===== config.mk =====
export PLATFORM = sky130hd
export DESIGN_NAME = rv32i_multicycle_controller
export DESIGN_NICKNAME = d
export VERILOG_FILES = /design/src/rtl/rv32_common.sv /design/src/rtl/alu_decoder.sv /design/src/rtl/rv32i_multicycle_controller.sv
export SDC_FILE = /design/constraint.sdc
export NUM_CORES = 1
export LEC_CHECK = 0
export BUFFER_PORTS_ARGS = -buffer_cell sky130_fd_sc_hd__buf_2
export CORE_MARGIN = 1.5
export CORE_UTILIZATION = 41
export DETAILED_ROUTE_END_ITERATION = 10
export GPL_TIMING_DRIVEN = 1
export HOLD_SLACK_MARGIN = 0.08
export PLACE_DENSITY = 0.7
export SYNTH_ARGS = -nofsm -noshare
export SYNTH_HDL_FRONTEND = slang
export SYNTH_SLANG_ARGS = --single-unit
export TNS_END_PERCENT = 30

===== constraint.sdc =====
create_clock -name clk -period 2.3 [get_ports clk]
set_input_delay 0.46 -clock clk [delete_from_list [all_inputs] [get_ports clk]]
set_output_delay 0.46 -clock clk [all_outputs]
set_load 0.02 [all_outputs]

===== src/rtl/rv32_common.sv =====
// Shared types and opcode constants for the RV32I multicycle core and its
// control FSM.
package rv32_common;

    typedef enum logic [3:0] {
        S_FETCH,
        S_DECODE,
        S_MEMADR,
        S_MEMREAD,
        S_MEMWB,
        S_MEMWRITE,
        S_EXECUTER,
        S_EXECUTEI,
        S_ALUWB,
        S_BRANCH,
        S_JAL,
        S_JALR,
        S_LUI,
        S_ERROR
    } ctrl_state_t;

    typedef enum logic {
        MEM_SRC_PC,
        MEM_SRC_RESULT
    } mem_src_t;

    typedef enum logic [1:0] {
        RESULT_SRC_ALU,
        RESULT_SRC_MEM_DATA,
        RESULT_SRC_ALU_LAST
    } result_src_t;

    typedef enum logic [1:0] {
        SRC_A_PC,
        SRC_A_PC_OLD,
        SRC_A_REG_A,
        SRC_A_ZERO
    } alu_src_a_t;

    typedef enum logic [1:0] {
        SRC_B_REG_B,
        SRC_B_IMM,
        SRC_B_4
    } alu_src_b_t;

    typedef enum logic [3:0] {
        ALU_ADD,
        ALU_SUB,
        ALU_AND,
        ALU_OR,
        ALU_XOR,
        ALU_SLT,
        ALU_SLTU,
        ALU_SLL,
        ALU_SRL,
        ALU_SRA
    } alu_control_t;

    // Any set bit is a fault on the access in progress.
    typedef struct packed {
        logic misaligned;
        logic access_fault;
    } mem_exception_mask_t;

    localparam logic [6:0] OP_LOAD   = 7'h03;
    localparam logic [6:0] OP_STORE  = 7'h23;
    localparam logic [6:0] OP_RTYPE  = 7'h33;
    localparam logic [6:0] OP_ITYPE  = 7'h13;
    localparam logic [6:0] OP_BRANCH = 7'h63;
    localparam logic [6:0] OP_JAL    = 7'h6F;
    localparam logic [6:0] OP_JALR   = 7'h67;
    localparam logic [6:0] OP_LUI    = 7'h37;

endpackage


===== src/rtl/alu_decoder.sv =====
// Maps the registered instruction fields to the ALU operation used in the
// execute and branch-compare states.
module alu_decoder
    import rv32_common::*;
(
    input  logic [6:0]   op,
    input  logic [2:0]   funct3,
    input  logic [6:0]   funct7,
    output alu_control_t alu_control
);

    logic unused_funct7;
    assign unused_funct7 = ^{funct7[6], funct7[4:0]};

    always_comb begin
        alu_control = ALU_ADD;
        if (op == OP_BRANCH) begin
            case (funct3[2:1])
                2'b10:   alu_control = ALU_SLT;
                2'b11:   alu_control = ALU_SLTU;
                default: alu_control = ALU_SUB;
            endcase
        end else if (op == OP_RTYPE || op == OP_ITYPE) begin
            case (funct3)
                // I-type funct7 bits are immediate bits here, so only R-type may SUB.
                3'b000:  alu_control = (op == OP_RTYPE && funct7[5]) ? ALU_SUB : ALU_ADD;
                3'b001:  alu_control = ALU_SLL;
                3'b010:  alu_control = ALU_SLT;
                3'b011:  alu_control = ALU_SLTU;
                3'b100:  alu_control = ALU_XOR;
                3'b101:  alu_control = funct7[5] ? ALU_SRA : ALU_SRL;
                3'b110:  alu_control = ALU_OR;
                default: alu_control = ALU_AND;
            endcase
        end
    end

endmodule


===== src/rtl/rv32i_multicycle_controller.sv =====
// Moore control FSM for the RV32I multicycle core: sequences the shared ALU,
// memory port and register file, counts retired instructions, halts on faults.
module rv32i_multicycle_controller
    import rv32_common::*;
(
    input  logic                clk,
    input  logic                rst,
    input  logic                ena,
    input  logic [6:0]          op,
    input  logic [2:0]          funct3,
    input  logic [6:0]          funct7,
    input  logic                zero,
    input  logic                equal,
    input  mem_exception_mask_t mem_exception,
    output logic                PC_ena,
    output logic                PC_old_ena,
    output logic                IR_write,
    output logic                reg_write,
    output logic                mem_wr_ena,
    output logic                ALU_ena,
    output logic                mem_data_ena,
    output mem_src_t            mem_src,
    output result_src_t         result_src,
    output alu_src_a_t          alu_src_a,
    output alu_src_b_t          alu_src_b,
    output alu_control_t        alu_control,
    output logic                instruction_done,
    output logic [31:0]         instructions_completed,
    output logic                halted,
    output ctrl_state_t         state
);

    ctrl_state_t  state_q;
    logic [31:0]  retired_count;
    alu_control_t dec_alu;
    logic         mem_access, fault, active, taken, bad_branch;
    logic         pc_c, pc_old_c, ir_c, rw_c, mw_c, alu_c, md_c, retire_c;

    alu_decoder u_alu_decoder (
        .op          (op),
        .funct3      (funct3),
        .funct7      (funct7),
        .alu_control (dec_alu)
    );

    assign mem_access = (state_q == S_FETCH) || (state_q == S_MEMREAD) || (state_q == S_MEMWRITE);
    assign fault      = |mem_exception;
    // Enables only fire when out of reset, advancing, and not faulting this cycle.
    assign active     = rst && ena && !(mem_access && fault);
    assign bad_branch = (funct3[2:1] == 2'b01);

    always_comb begin
        case (funct3)
            3'b000:          taken = equal;
            3'b001:          taken = !equal;
            3'b100, 3'b110:  taken = !zero;
            3'b101, 3'b111:  taken = zero;
            default:         taken = 1'b0;
        endcase
    end

    always_comb begin
        {pc_c, pc_old_c, ir_c, rw_c, mw_c, alu_c, md_c, retire_c} = '0;
        mem_src     = MEM_SRC_PC;
        result_src  = RESULT_SRC_ALU_LAST;
        alu_src_a   = SRC_A_PC;
        alu_src_b   = SRC_B_4;
        alu_control = ALU_ADD;
        case (state_q)
            S_FETCH: begin
                ir_c = 1'b1; pc_old_c = 1'b1; pc_c = 1'b1;
                result_src = RESULT_SRC_ALU;
            end
            S_DECODE: begin
                alu_src_a = SRC_A_PC_OLD; alu_src_b = SRC_B_IMM; alu_c = 1'b1;
            end
            S_MEMADR, S_JALR: begin
                alu_src_a = SRC_A_REG_A; alu_src_b = SRC_B_IMM; alu_c = 1'b1;
            end
            S_MEMREAD: begin
                mem_src = MEM_SRC_RESULT; md_c = 1'b1;
            end
            S_MEMWB: begin
                result_src = RESULT_SRC_MEM_DATA; rw_c = 1'b1; retire_c = 1'b1;
            end
            S_MEMWRITE: begin
                mem_src = MEM_SRC_RESULT; mw_c = 1'b1; retire_c = 1'b1;
            end
            S_EXECUTER: begin
                alu_src_a = SRC_A_REG_A; alu_src_b = SRC_B_REG_B; alu_c = 1'b1;
                alu_control = dec_alu;
            end
            S_EXECUTEI: begin
                alu_src_a = SRC_A_REG_A; alu_src_b = SRC_B_IMM; alu_c = 1'b1;
                alu_control = dec_alu;
            end
            S_ALUWB: begin
                rw_c = 1'b1; retire_c = 1'b1;
            end
            S_BRANCH: begin
                alu_src_a = SRC_A_REG_A; alu_src_b = SRC_B_REG_B;
                alu_control = dec_alu;
                pc_c = taken && !bad_branch; retire_c = !bad_branch;
            end
            S_JAL: begin
                alu_src_a = SRC_A_PC_OLD; alu_src_b = SRC_B_4; result_src = RESULT_SRC_ALU;
                rw_c = 1'b1; pc_c = 1'b1; retire_c = 1'b1;
            end
            S_LUI: begin
                alu_src_a = SRC_A_ZERO; alu_src_b = SRC_B_IMM; alu_c = 1'b1;
            end
            default: ;
        endcase
    end

    assign PC_ena                 = pc_c && active;
    assign PC_old_ena             = pc_old_c && active;
    assign IR_write               = ir_c && active;
    assign reg_write              = rw_c && active;
    assign mem_wr_ena             = mw_c && active;
    assign ALU_ena                = alu_c && active;
    assign mem_data_ena           = md_c && active;
    assign instruction_done       = retire_c && active;
    assign instructions_completed = retired_count;
    assign halted                 = (state_q == S_ERROR);
    assign state                  = state_q;

    always_ff @(posedge clk or negedge rst) begin
        if (!rst) begin
            state_q       <= S_FETCH;
            retired_count <= '0;
        end else if (ena) begin
            if (instruction_done) retired_count <= retired_count + 32'd1;
            if (mem_access && fault) begin
                state_q <= S_ERROR;
            end else begin
                case (state_q)
                    S_FETCH: state_q <= S_DECODE;
                    S_DECODE: begin
                        case (op)
                            OP_LOAD, OP_STORE: state_q <= S_MEMADR;
                            OP_RTYPE:          state_q <= S_EXECUTER;
                            OP_ITYPE:          state_q <= S_EXECUTEI;
                            OP_BRANCH:         state_q <= S_BRANCH;
                            OP_JAL:            state_q <= S_JAL;
                            OP_JALR:           state_q <= S_JALR;
                            OP_LUI:            state_q <= S_LUI;
                            default:           state_q <= S_ERROR;
                        endcase
                    end
                    S_MEMADR:   state_q <= (op == OP_LOAD) ? S_MEMREAD : S_MEMWRITE;
                    S_MEMREAD:  state_q <= S_MEMWB;
                    S_EXECUTER, S_EXECUTEI, S_LUI: state_q <= S_ALUWB;
                    S_BRANCH:   state_q <= bad_branch ? S_ERROR : S_FETCH;
                    // JALR's target is in alu_last; the JAL writeback finishes it.
                    S_JALR:     state_q <= S_JAL;
                    S_MEMWB, S_MEMWRITE, S_ALUWB, S_JAL: state_q <= S_FETCH;
                    default:    state_q <= S_ERROR;
                endcase
            end
        end
    end

endmodule


==> summary.txt, run 1 <==
Pwr
  – Switch Pwr: 1.17 mW
  – Pint: 1.53 mW
  – Clock power frac: 0.180
  – Switching Fraction: 0.434
  – Power per cell area: 869 nW/um2
  – Design Power: 2.70 mW
  – Sequential power share: 0.302
  – Peak supply drop: 0.000644 V
  – Leak: 1.50 nW
  – Logic gate share of total power: 0.518

Timing
  – Hold slack: 0.130 ns
  – # setup viols final: 0
  – RSZ-0062 raised after global routing: yes
  – Pins Over Slew Limit: 0
  – Max Clock Skew: 0.00778 ns
  – Final period util: 0.998
  – Minimum clock period: 2.29 ns
  – Worst slew pin tran: 0.643 ns
  – Max frequency: 436 MHz
  – Relative slew margins: 0.560
  – Total negative slack: 0 ns
  – Endpoints failing hold: 0

Cells and area
  – NumNets Final: 388
  – Ant. Diodes: 0
  – Share of post-route cells with drive strength above 1: 0.352
  – Layout area overhead: 31.0%
  – Design Area, Final: 3110 um2
  – Fin util: 0.561
  – Fill cell count: 539

Placed design
  – Post-DP HPWL: 4510 um
  – GPL Wtd Cong: 0.885
  – PortBufs: 73
  – Placed inst area: 2890 um2

Setup path
  – Critical Path RT: 1.84 ns
  – CP Max Fanout: 7
  – Crit path to: PC_old_ena
  – CP endpoint kind: primary output
  – Worst Setup SP: state[1]$_DFFE_PN0P_
  – R2r startpoint: instructions_completed[7]$_DFFE_PN0P_
  – R2R depth: 5
  – Reg2reg setup slack: 0.12 ns
  – Worst Path Arrival: 1.83 ns
  – Critical path class: reg -> out
  – Startpoint class of the critical path: register
  – R2R Path End: instructions_completed[30]$_DFFE_PN0P_

Drt
  – Drt initial violations: 82
  – Vias per inst: 5.44
  – Drt drc: 0
  – Via Count: 2,373
  – Pre-Repair DR Iteration Count: 4
  – DR WL/cell: 14.1 um
  – Total wire length: 6140 um
  – Routed Antenna Nets: 0

Floorplan
  – Core area: 5540 um2
  – DIE HEIGHT: 79.1 um
  – Starting Density: 0.428
  – DIE AREA: 6250 um2
  – # rows: 27
  – I/O pin count: 80
  – DIE WIDTH: 79.1 um

Yosys
  – Post-synth EDFFs: 0
  – Avg Inst Size Synth: 8.73 um2
  – Synth Cell Area: 2370 um2
  – Synth cell types: 56
  – Commonest cells post-synth: dfrtp_1 (36), nand2_1 (27), nor2_1 (21)
  – Top-area cell type share of the netlist area: 0.380
  – Top area cells in the synthesized netlist: dfrtp_1 (38%), xor2_1 (7.4%), xnor2_1 (5.5%)
  – Ys async rst share: 1.00
  – Count leader, synth: dfrtp_1
  – Area leader, netlist: dfrtp_1
  – Dominant synthesized flop cell: dfrtp_1
  – Synth warn: 0
  – Flops & latches, synth: 36
  – Post-Syn Instances: 272
  – Syn Nets: 297
  – Post-synthesis sequential area ratio: 0.380

Global routing
  – Initial antenna violation count: 0
  – Global-route usage over all layers: 0.199
  – Largest net degree at the start of global routing: 25
  – Global-route wire length before repair: 9920 um
  – Total global routing overflow: 0
  – Vias in the first global route: 2,158

Clock network
  – TritonCTS Sinks: 36
  – CTS Buf Count: 5
  – CTS tree: done
  – H-Tree Depth: 2
  – CTS root buffer: clkbuf_8
  – Max Root-Sink Buffers: 2
  – Clock Pin Slew Worst Setup and Hold Paths: 0.08 ns
  – Worst skew pair latency: 0.30 ns

Job
  – MaxCap Viol Count: 0

Status
  – Status: finished, final reports clean

Worst hold path
  – HP Class: in -> async
## critical path, cell delays in order, from the launching register on
cell and delay (ns):
dfrtp_2 0.45, o21ba_2 0.23, a2111o_1 0.48, nand2_4 0.15, nor2_1 0.07, buf_2 0.15
## power groups by stage
stage               registers (mW)  logic [mW]  clock network [mW]
floorplan                    0.876       0.754                   0
global placement             0.833        1.18                   0
detailed placement           0.839        1.20                   0
CTS                          0.832        1.23               0.492
global route                 0.831        1.52               0.519
finish                       0.817        1.40               0.486
## worst min path at each step
stage	slack [ns]	end	from
2_1_floorplan	0.16	instructions_completed[0]$_DFFE_PN0P_	rst
3_3_place_gp	0.45	instructions_completed[16]$_DFFE_PN0P_	rst
3_5_place_dp	0.45	instructions_completed[16]$_DFFE_PN0P_	rst
4_1_cts	0.13	instructions_completed[15]$_DFFE_PN0P_	rst
5_1_grt	0.14	instructions_completed[15]$_DFFE_PN0P_	rst
6_report	0.13	instructions_completed[15]$_DFFE_PN0P_	rst
## routing by layer
metal	GRT usage	wire length (um)	share of wire	vias up
li1	-	-	-	1177
met1	0.263	2830	0.46	1126
met2	0.332	2910	0.47	61
met3	0.0391	304	0.050	9
met4	0.0526	101	0.016	0
met5	0	0	0	-
## flip-flops by register name (all words and copies together), names as in the netlist
signal / cells
instructions_completed: 32
state: 4
## per-stage QoR
| stage | setup WS, ns | cells |
|---|---|---|
| final | 0.00517 | 436 |
| after CTS | 0.0105 | 428 |
| after global routing | -0.0637 | 436 |
| after detailed placement | 0.121 | 419 |
| after global placement | 0.151 | 419 |
| after floorplan | -0.0326 | 272 |
## cell usage in the layout (no fill, tap or decap), types with 4 or more instances in the layout
| master | netlist | final |
|---|---|---|
| buf_2 | 1 | 71 |
| dfrtp_1 | 36 | 32 |
| nand2_1 | 27 | 26 |
| buf_4 | 1 | 24 |
| xor2_1 | 20 | 20 |
| nor2_1 | 21 | 19 |
| nor3_1 | 19 | 19 |
| xnor2_1 | 15 | 14 |
| a21oi_1 | 11 | 11 |
| o21ai_0 | 11 | 10 |
| nand4_1 | 9 | 9 |
| nor4_1 | 9 | 9 |
| nand2b_1 | 7 | 7 |
| inv_1 | 7 | 7 |
| nand3_1 | 6 | 6 |
| clkbuf_8 | 0 | 6 |
| nor2b_1 | 5 | 5 |
| nor3_2 | 4 | 4 |
| dfrtp_2 | 0 | 4 |
## final cells by class
cell class	count	area (um2)	area share
Clock inverter	2	13.8	0.00442
Clock buffer	6	82.6	0.0265
Tap cell	72	90.1	0.0290
Inverter	8	33.8	0.0109
Sequential cell	36	906	0.291
Timing Repair Buffer	97	558	0.179
Multi-Input combinational cell	215	1430	0.459
## kinds of logic after synthesis
group,synth area share
compound gates,0.140
xor+xnor,0.129
fa+ha+maj,0.00527
buf+inv,0.0353
flops,0.380
mux,0.00474
simple gates,0.306
## timing repair
item | in CTS | in global routing
setup buffers | 1 | 8
pin swaps | 1 | 4
hold buffers | 0 | 0
endpoints found under the hold margin | 0 | 0
gates resized for setup | 6 | 13
setup endpoints to repair | 10 | 12
Power figures use the tool's default switching activity.
==> inputs of run 2 (changes only) <==
--- a/config.mk
+++ b/config.mk
@@ -11,7 +11,7 @@
 export DETAILED_ROUTE_END_ITERATION = 10
 export GPL_TIMING_DRIVEN = 1
 export HOLD_SLACK_MARGIN = 0.08
-export PLACE_DENSITY = 0.7
+export PLACE_DENSITY_LB_ADDON = 0.1
 export SYNTH_ARGS = -nofsm -noshare
 export SYNTH_HDL_FRONTEND = slang
 export SYNTH_SLANG_ARGS = --single-unit
==> summary.txt, run 2 (same netlist as run 1, synthesis figures left out) <==
Global routing
  – Global-route usage over all layers: 0.207 (+0.00855)
  – Total global routing overflow: 0 (unchanged)
  – Global-route wire length before repair: 10,100 um (+2.1%)
  – Initial antenna violation count: 0 (unchanged)
  – Vias in the first global route: 2,139 (-0.88%)
  – Largest net degree at the start of global routing: 23 (-8.0%)

Pwr
  – Peak supply drop: 0.000499 V (-22%)
  – Pint: 1.50 mW (-1.6%)
  – Clock power frac: 0.174 (-0.006)
  – Switching Fraction: 0.431 (-0.00364)
  – Logic gate share of total power: 0.525 (+0.007)
  – Power per cell area: 853 nW/um2 (-1.9%)
  – Switch Pwr: 1.14 mW (-3.0%)
  – Design Power: 2.64 mW (-2.2%)
  – Sequential power share: 0.301 (about the same)
  – Leak: 1.48 nW (-0.94%)

Cells and area
  – Register area: 906 um2 (unchanged)
  – Ant. Diodes: 0 (unchanged)
  – Commonest non-fill, non-tap cells in the layout: buf_2 (72), dfrtp_1 (32), nand2_1 (26)
  – NumNets Final: 388 (unchanged)
  – Multi-input gate area: 1430 um2 (+0.35%)
  – Fill cell count: 574 (+6.5%)
  – Share of post-route cells with drive strength above 1: 0.349 (-0.00275)
  – Layout area overhead: 30.6%
  – Commonest non-fill, non-tap cell in the layout: buf_2
  – Max reg flops: 32 (unchanged)

Setup path
  – Critical path class: reg -> out
  – Startpoint class of the critical path: register
  – Worst path cell trace: xnor2_2 -> a2111o_1 -> nand2_4 -> nor2_1 -> buf_2
  – R2R Path End: instructions_completed[30]$_DFFE_PN0P_
  – Slowest cell on crit path: a2111o_1
  – Critical Path RT: 1.84 ns (about the same)
  – Largest stage delay, worst path: 0.51 ns (+0.03 ns)
  – CP endpoint kind: primary output
  – Reg2reg setup slack: 0.14 ns (+0.02 ns)
  – R2r startpoint: instructions_completed[8]$_DFFE_PN0P_
  – Worst Path Arrival: 1.77 ns (-0.06 ns)
  – R2R depth: 5 (unchanged)
  – CP Max Fanout: 7 (unchanged)

Drt
  – Routed Antenna Nets: 0 (unchanged)
  – Drt initial violations: 100 (+22%)
  – DR WL/cell: 14.0 um (-0.29%)
  – Total wire length: 6120 um (-0.29%)
  – Drt drc: 0 (unchanged)
  – Pre-Repair DR Iteration Count: 4 (unchanged)
  – Via Count: 2,338 (-1.5%)
  – Vias per inst: 5.36 (-1.5%)

Floorplan
  – I/O pin count: 80 (unchanged)
  – Core area: 5540 um2 (unchanged)
  – DIE HEIGHT: 79.1 um (unchanged)
  – DIE AREA: 6250 um2 (unchanged)
  – # rows: 27 (unchanged)
  – DIE WIDTH: 79.1 um (unchanged)
  – Starting Density: 0.428 (unchanged)

Job
  – MaxCap Viol Count: 0 (unchanged)

Clock network
  – CTS Buf Count: 5 (unchanged)
  – Worst skew pair latency: 0.28 ns (-0.02 ns)
  – Max Root-Sink Buffers: 2 (unchanged)
  – H-Tree Depth: 2 (unchanged)
  – CTS tree: done
  – CTS root buffer: clkbuf_8
  – TritonCTS Sinks: 36 (unchanged)
  – Clock Pin Slew Worst Setup and Hold Paths: 0.07 ns (about the same)

Timing
  – Relative slew margins: 0.641 (+0.0814)
  – Max Clock Skew: 0.00352 ns (-0.00426 ns)
  – Minimum clock period: 2.23 ns (-0.0640 ns)
  – Pins Over Slew Limit: 0 (unchanged)
  – # setup viols final: 0 (unchanged)
  – Endpoints failing hold: 0 (unchanged)
  – Final period util: 0.970 (-0.0278)
  – Min setup slack post-route: 0.0692 ns (+0.0640 ns)
  – Worst slew pin tran: 0.524 ns (-0.119 ns)
  – Max frequency: 448 MHz (+2.9%)

Placed design
  – GPL Wtd Cong: 0.858 (-3.0%)
  – Post-DP HPWL: 4550 um (+0.79%)
  – Worst slack at placement: 0.130 ns (+0.00938 ns)
  – PortBufs: 73 (unchanged)

Worst hold path
  – HP Class: in -> async

Status
  – Status: finished, final reports clean
## run 2: cell type report
class,instances,share of cell area
clock buffers,8,0.0291
repair buffers,97,0.177
multi-input cells,215,0.462
well taps,72,0.0291
inverters,8,0.0109
flip-flops and latches,36,0.292
## run 2: how the worst max path moves through the flow
stage                                               start  cells after the start  slack, ns                                      to
global route                         state[3]$_DFFE_PN0P_                      6    -0.0008                          alu_control[3]
global placement                                    op[4]                      6       0.14                    state[1]$_DFFE_PN0P_
CTS                                  state[1]$_DFFE_PN0P_                      4      -0.04                        instruction_done
finish                               state[2]$_DFFE_PN0P_                      5       0.07                                IR_write
detailed placement  instructions_completed[7]$_DFFE_PN0P_                      5       0.13  instructions_completed[30]$_DFFE_PN0P_
floorplan                            state[2]$_DFFE_PN0P_                      6      -0.03                              PC_old_ena
## run 2: timing repair
item | CTS | global route
buffers inserted | 3 | 2
hold buffers | 0 | 0
pin swaps | 0 | 4
gates resized for setup | 3 | 13
endpoints found under the setup margin | 10 | 14
## run 2: per-layer routing
layer | global-route usage | wire [um] | share of wire
met5 | 0 | 0 | 0
met4 | 0.0667 | 37 | 0.0060
met3 | 0.0402 | 299 | 0.049
met2 | 0.354 | 3000 | 0.49
met1 | 0.263 | 2780 | 0.45
## run 2: per-stage QoR
step | instances | hold WS, ns | util | TNS, ns | cell area, um2
4_1_cts | 434 | 0.186 | 0.550 | -0.167 | 3050
3_5_place_dp | 423 | 0.474 | 0.528 | 0 | 2920
2_1_floorplan | 272 | 0.164 | - | -0.0883 | 2380
3_3_place_gp | 423 | 0.451 | 0.528 | 0 | 2920
6_report | 436 | 0.185 | 0.559 | 0 | 3100
5_1_grt | 436 | 0.192 | 0.559 | -0.000826 | 3100
## run 2: power groups by stage
stage	clock network, mW	registers, mW	logic (mW)
detailed placement	0	0.817	1.25
global placement	0	0.817	1.24
CTS	0.477	0.796	1.31
floorplan	0	0.876	0.754
finish	0.460	0.796	1.39
global route	0.501	0.816	1.52
## run 2: critical path, delay by kind of cell, from the launching register on
family	cells	cell delay [ns]
AO/OA/AOI/OAI	1	0.51
flip-flops	1	0.44
AND/OR/NAND/NOR	2	0.23
XOR/XNOR	1	0.15
buffers and inverters	1	0.15
==> inputs of run 3 (changes only) <==
--- a/config.mk
+++ b/config.mk
@@ -7,7 +7,7 @@
 export LEC_CHECK = 0
 export BUFFER_PORTS_ARGS = -buffer_cell sky130_fd_sc_hd__buf_2
 export CORE_MARGIN = 1.5
-export CORE_UTILIZATION = 41
+export CORE_UTILIZATION = 45
 export DETAILED_ROUTE_END_ITERATION = 10
 export GPL_TIMING_DRIVEN = 1
 export HOLD_SLACK_MARGIN = 0.08
==> summary.txt, run 3 (same netlist as run 1, synthesis figures left out) <==
Status
  – Status: finished, violations left
  – Failing checks: negative setup slack

Pwr
  – Sequential power share: 0.307 (+0.006)
  – Switch Pwr: 1.16 mW (+1.5%)
  – Switching Fraction: 0.435 (+0.00436)
  – Leak: 1.50 nW (+1.4%)
  – Peak supply drop: 0.000616 V (+23%)
  – Logic gate share of total power: 0.519 (-0.006)
  – Power per cell area: 844 nW/um2 (-1.0%)
  – Clock power frac: 0.174 (about the same)
  – Pint: 1.50 mW (-0.26%)

Clock network
  – Clock Pin Slew Worst Setup and Hold Paths: 0.07 ns (about the same)
  – Max Root-Sink Buffers: 2 (unchanged)
  – CTS Buf Count: 5 (unchanged)
  – CTS root buffer: clkbuf_8
  – TritonCTS Sinks: 36 (unchanged)
  – CTS tree: done
  – H-Tree Depth: 2 (unchanged)
  – Worst skew pair latency: 0.29 ns (about the same)

Setup path
  – R2R depth: 5 (unchanged)
  – Slowest cell on crit path: dfrtp_2
  – Worst Path Arrival: 1.86 ns (+0.09 ns)
  – CP Max Fanout: 9 (+2)
  – Critical Path RT: 1.84 ns (about the same)
  – CP endpoint kind: primary output
  – Critical path class: reg -> out
  – Startpoint class of the critical path: register
  – Largest stage delay, worst path: 0.42 ns (-0.09 ns)
  – Crit path buf inv count: 2 (+1)
  – Cell count along the critical path: 5 (unchanged)
  – Top delay family on crit path: compound AO/OA/AOI/OAI gates
  – Reg2reg setup slack: 0.11 ns (-0.03 ns)
  – Worst path cell trace: buf_12 -> nand2b_1 -> o22ai_1 -> o211a_1 -> buf_2

Global routing
  – Total global routing overflow: 0 (unchanged)
  – Initial antenna violation count: 0 (unchanged)
  – Global-route wire length before repair: 9490 um (-6.3%)
  – Vias in the first global route: 2,040 (-4.6%)
  – Global-route usage over all layers: 0.217 (+0.0101)
  – Largest net degree at the start of global routing: 34 (+48%)

Floorplan
  – # rows: 26 (-3.7%)
  – I/O pin count: 80 (unchanged)
  – Starting Density: 0.465 (+0.0363)
  – DIE HEIGHT: 75.6 um (-4.4%)
  – Core area: 5110 um2 (-7.8%)
  – DIE AREA: 5720 um2 (-8.6%)
  – DIE WIDTH: 75.6 um (-4.4%)

Timing
  – # setup viols final: 2 (+2)
  – Total negative slack: -0.0224 ns (-0.0224 ns)
  – Max frequency: 431 MHz (-3.9%)
  – Hold slack: 0.268 ns (+0.0830 ns)
  – Endpoints failing hold: 0 (unchanged)
  – Minimum clock period: 2.32 ns (+0.0895 ns)
  – Worst slew pin tran: 0.466 ns (-0.0587 ns)
  – Final period util: 1.01 (+0.0389)
  – Max Clock Skew: 0.00669 ns (+0.00317 ns)
  – RSZ-0062 raised after global routing: yes
  – Pins Over Slew Limit: 0 (unchanged)
  – Min setup slack post-route: -0.0204 ns (-0.0895 ns)
  – Relative slew margins: 0.690 (+0.0481)

Placed design
  – Post-DP HPWL: 4510 um (-0.88%)
  – GPL Wtd Cong: 0.860 (+0.20%)
  – PortBufs: 73 (unchanged)

Drt
  – Vias per inst: 5.46 (+1.8%)
  – Total wire length: 5980 um (-2.3%)
  – Drt drc: 0 (unchanged)
  – Routed Antenna Nets: 0 (unchanged)
  – Pre-Repair DR Iteration Count: 4 (unchanged)
  – Drt initial violations: 99 (-1.0%)
  – DR WL/cell: 13.9 um (-1.2%)
  – Via Count: 2,353 (+0.64%)

Cells and area
  – NumNets Final: 385 (-0.77%)
  – Share of post-route cells with drive strength above 1: 0.355 (+0.00567)
  – Ant. Diodes: 0 (unchanged)
  – Fill cell count: 497 (-13%)
  – Max reg flops: 32 (unchanged)
  – Layout area overhead: 32.6%
  – Commonest non-fill, non-tap cells in the layout: buf_2 (67), dfrtp_1 (32), nand2_1 (26)
  – Commonest non-fill, non-tap cell in the layout: buf_2

Job
  – MaxCap Viol Count: 0 (unchanged)

Worst hold path
  – HP Class: in -> async
-- run 3: routing by layer --
layer | global-route usage | routed length [um] | vias up
li1 | - | - | 1164
met1 | 0.285 | 2630 | 1099
met2 | 0.364 | 2900 | 84
met3 | 0.0410 | 374 | 6
met4 | 0.0694 | 76 | 0
met5 | 0 | 0 | -
-- run 3: what timing repair did --
item,CTS,global route
setup buffers,2,2
hold buffers,1,0
gates resized for setup,11,17
pin swaps,0,6
endpoints found under the hold margin,3,0
setup endpoints to repair,13,14
-- run 3: power groups by stage --
| stage | combinational [mW] | clock, mW | sequential [mW] |
|---|---|---|---|
| floorplan | 0.754 | 0 | 0.876 |
| global placement | 1.21 | 0 | 0.823 |
| detailed placement | 1.22 | 0 | 0.822 |
| CTS | 1.27 | 0.477 | 0.823 |
| global route | 1.50 | 0.498 | 0.829 |
| finish | 1.38 | 0.464 | 0.815 |
-- run 3: final timing paths --
| path | endpoint | startpoint |
|---|---|---|
| worst max register to register | instructions_completed[24]$_DFFE_PN0P_ | instructions_completed[7]$_DFFE_PN0P_ |
| min in group clk | instructions_completed[31]$_DFFE_PN0P_ | instructions_completed[31]$_DFFE_PN0P_ |
| worst max-delay path | instruction_done | state[3]$_DFFE_PN0P_ |
| worst min-delay path | instructions_completed[12]$_DFFE_PN0P_ | rst |
| worst min register to register | instructions_completed[31]$_DFFE_PN0P_ | instructions_completed[31]$_DFFE_PN0P_ |
| max in group asynchronous | instructions_completed[30]$_DFFE_PN0P_ | rst |
-- run 3: final cells by class --
cell class              count  area (um2)  share of cell area
multi-input cells         215        1460               0.465
clock inverters             2        10.0             0.00318
well taps                  70        87.6              0.0278
inverters                   8        33.8              0.0107
clock buffers               6        82.6              0.0262
repair buffers             94         564               0.179
flip-flops and latches     36         906               0.288
-- run 3: metrics by stage --
step | setup WS, ns | util | cells | total power, mW | area [um2]
after floorplan | -0.0326 | - | 272 | 1.63 | 2380
after global placement | 0.146 | 0.568 | 418 | 2.03 | 2900
after detailed placement | 0.117 | 0.568 | 418 | 2.04 | 2900
after CTS | 0.00313 | 0.598 | 429 | 2.57 | 3050
after global routing | -0.0759 | 0.616 | 431 | 2.83 | 3150
final | -0.0204 | 0.616 | 431 | 2.66 | 3150
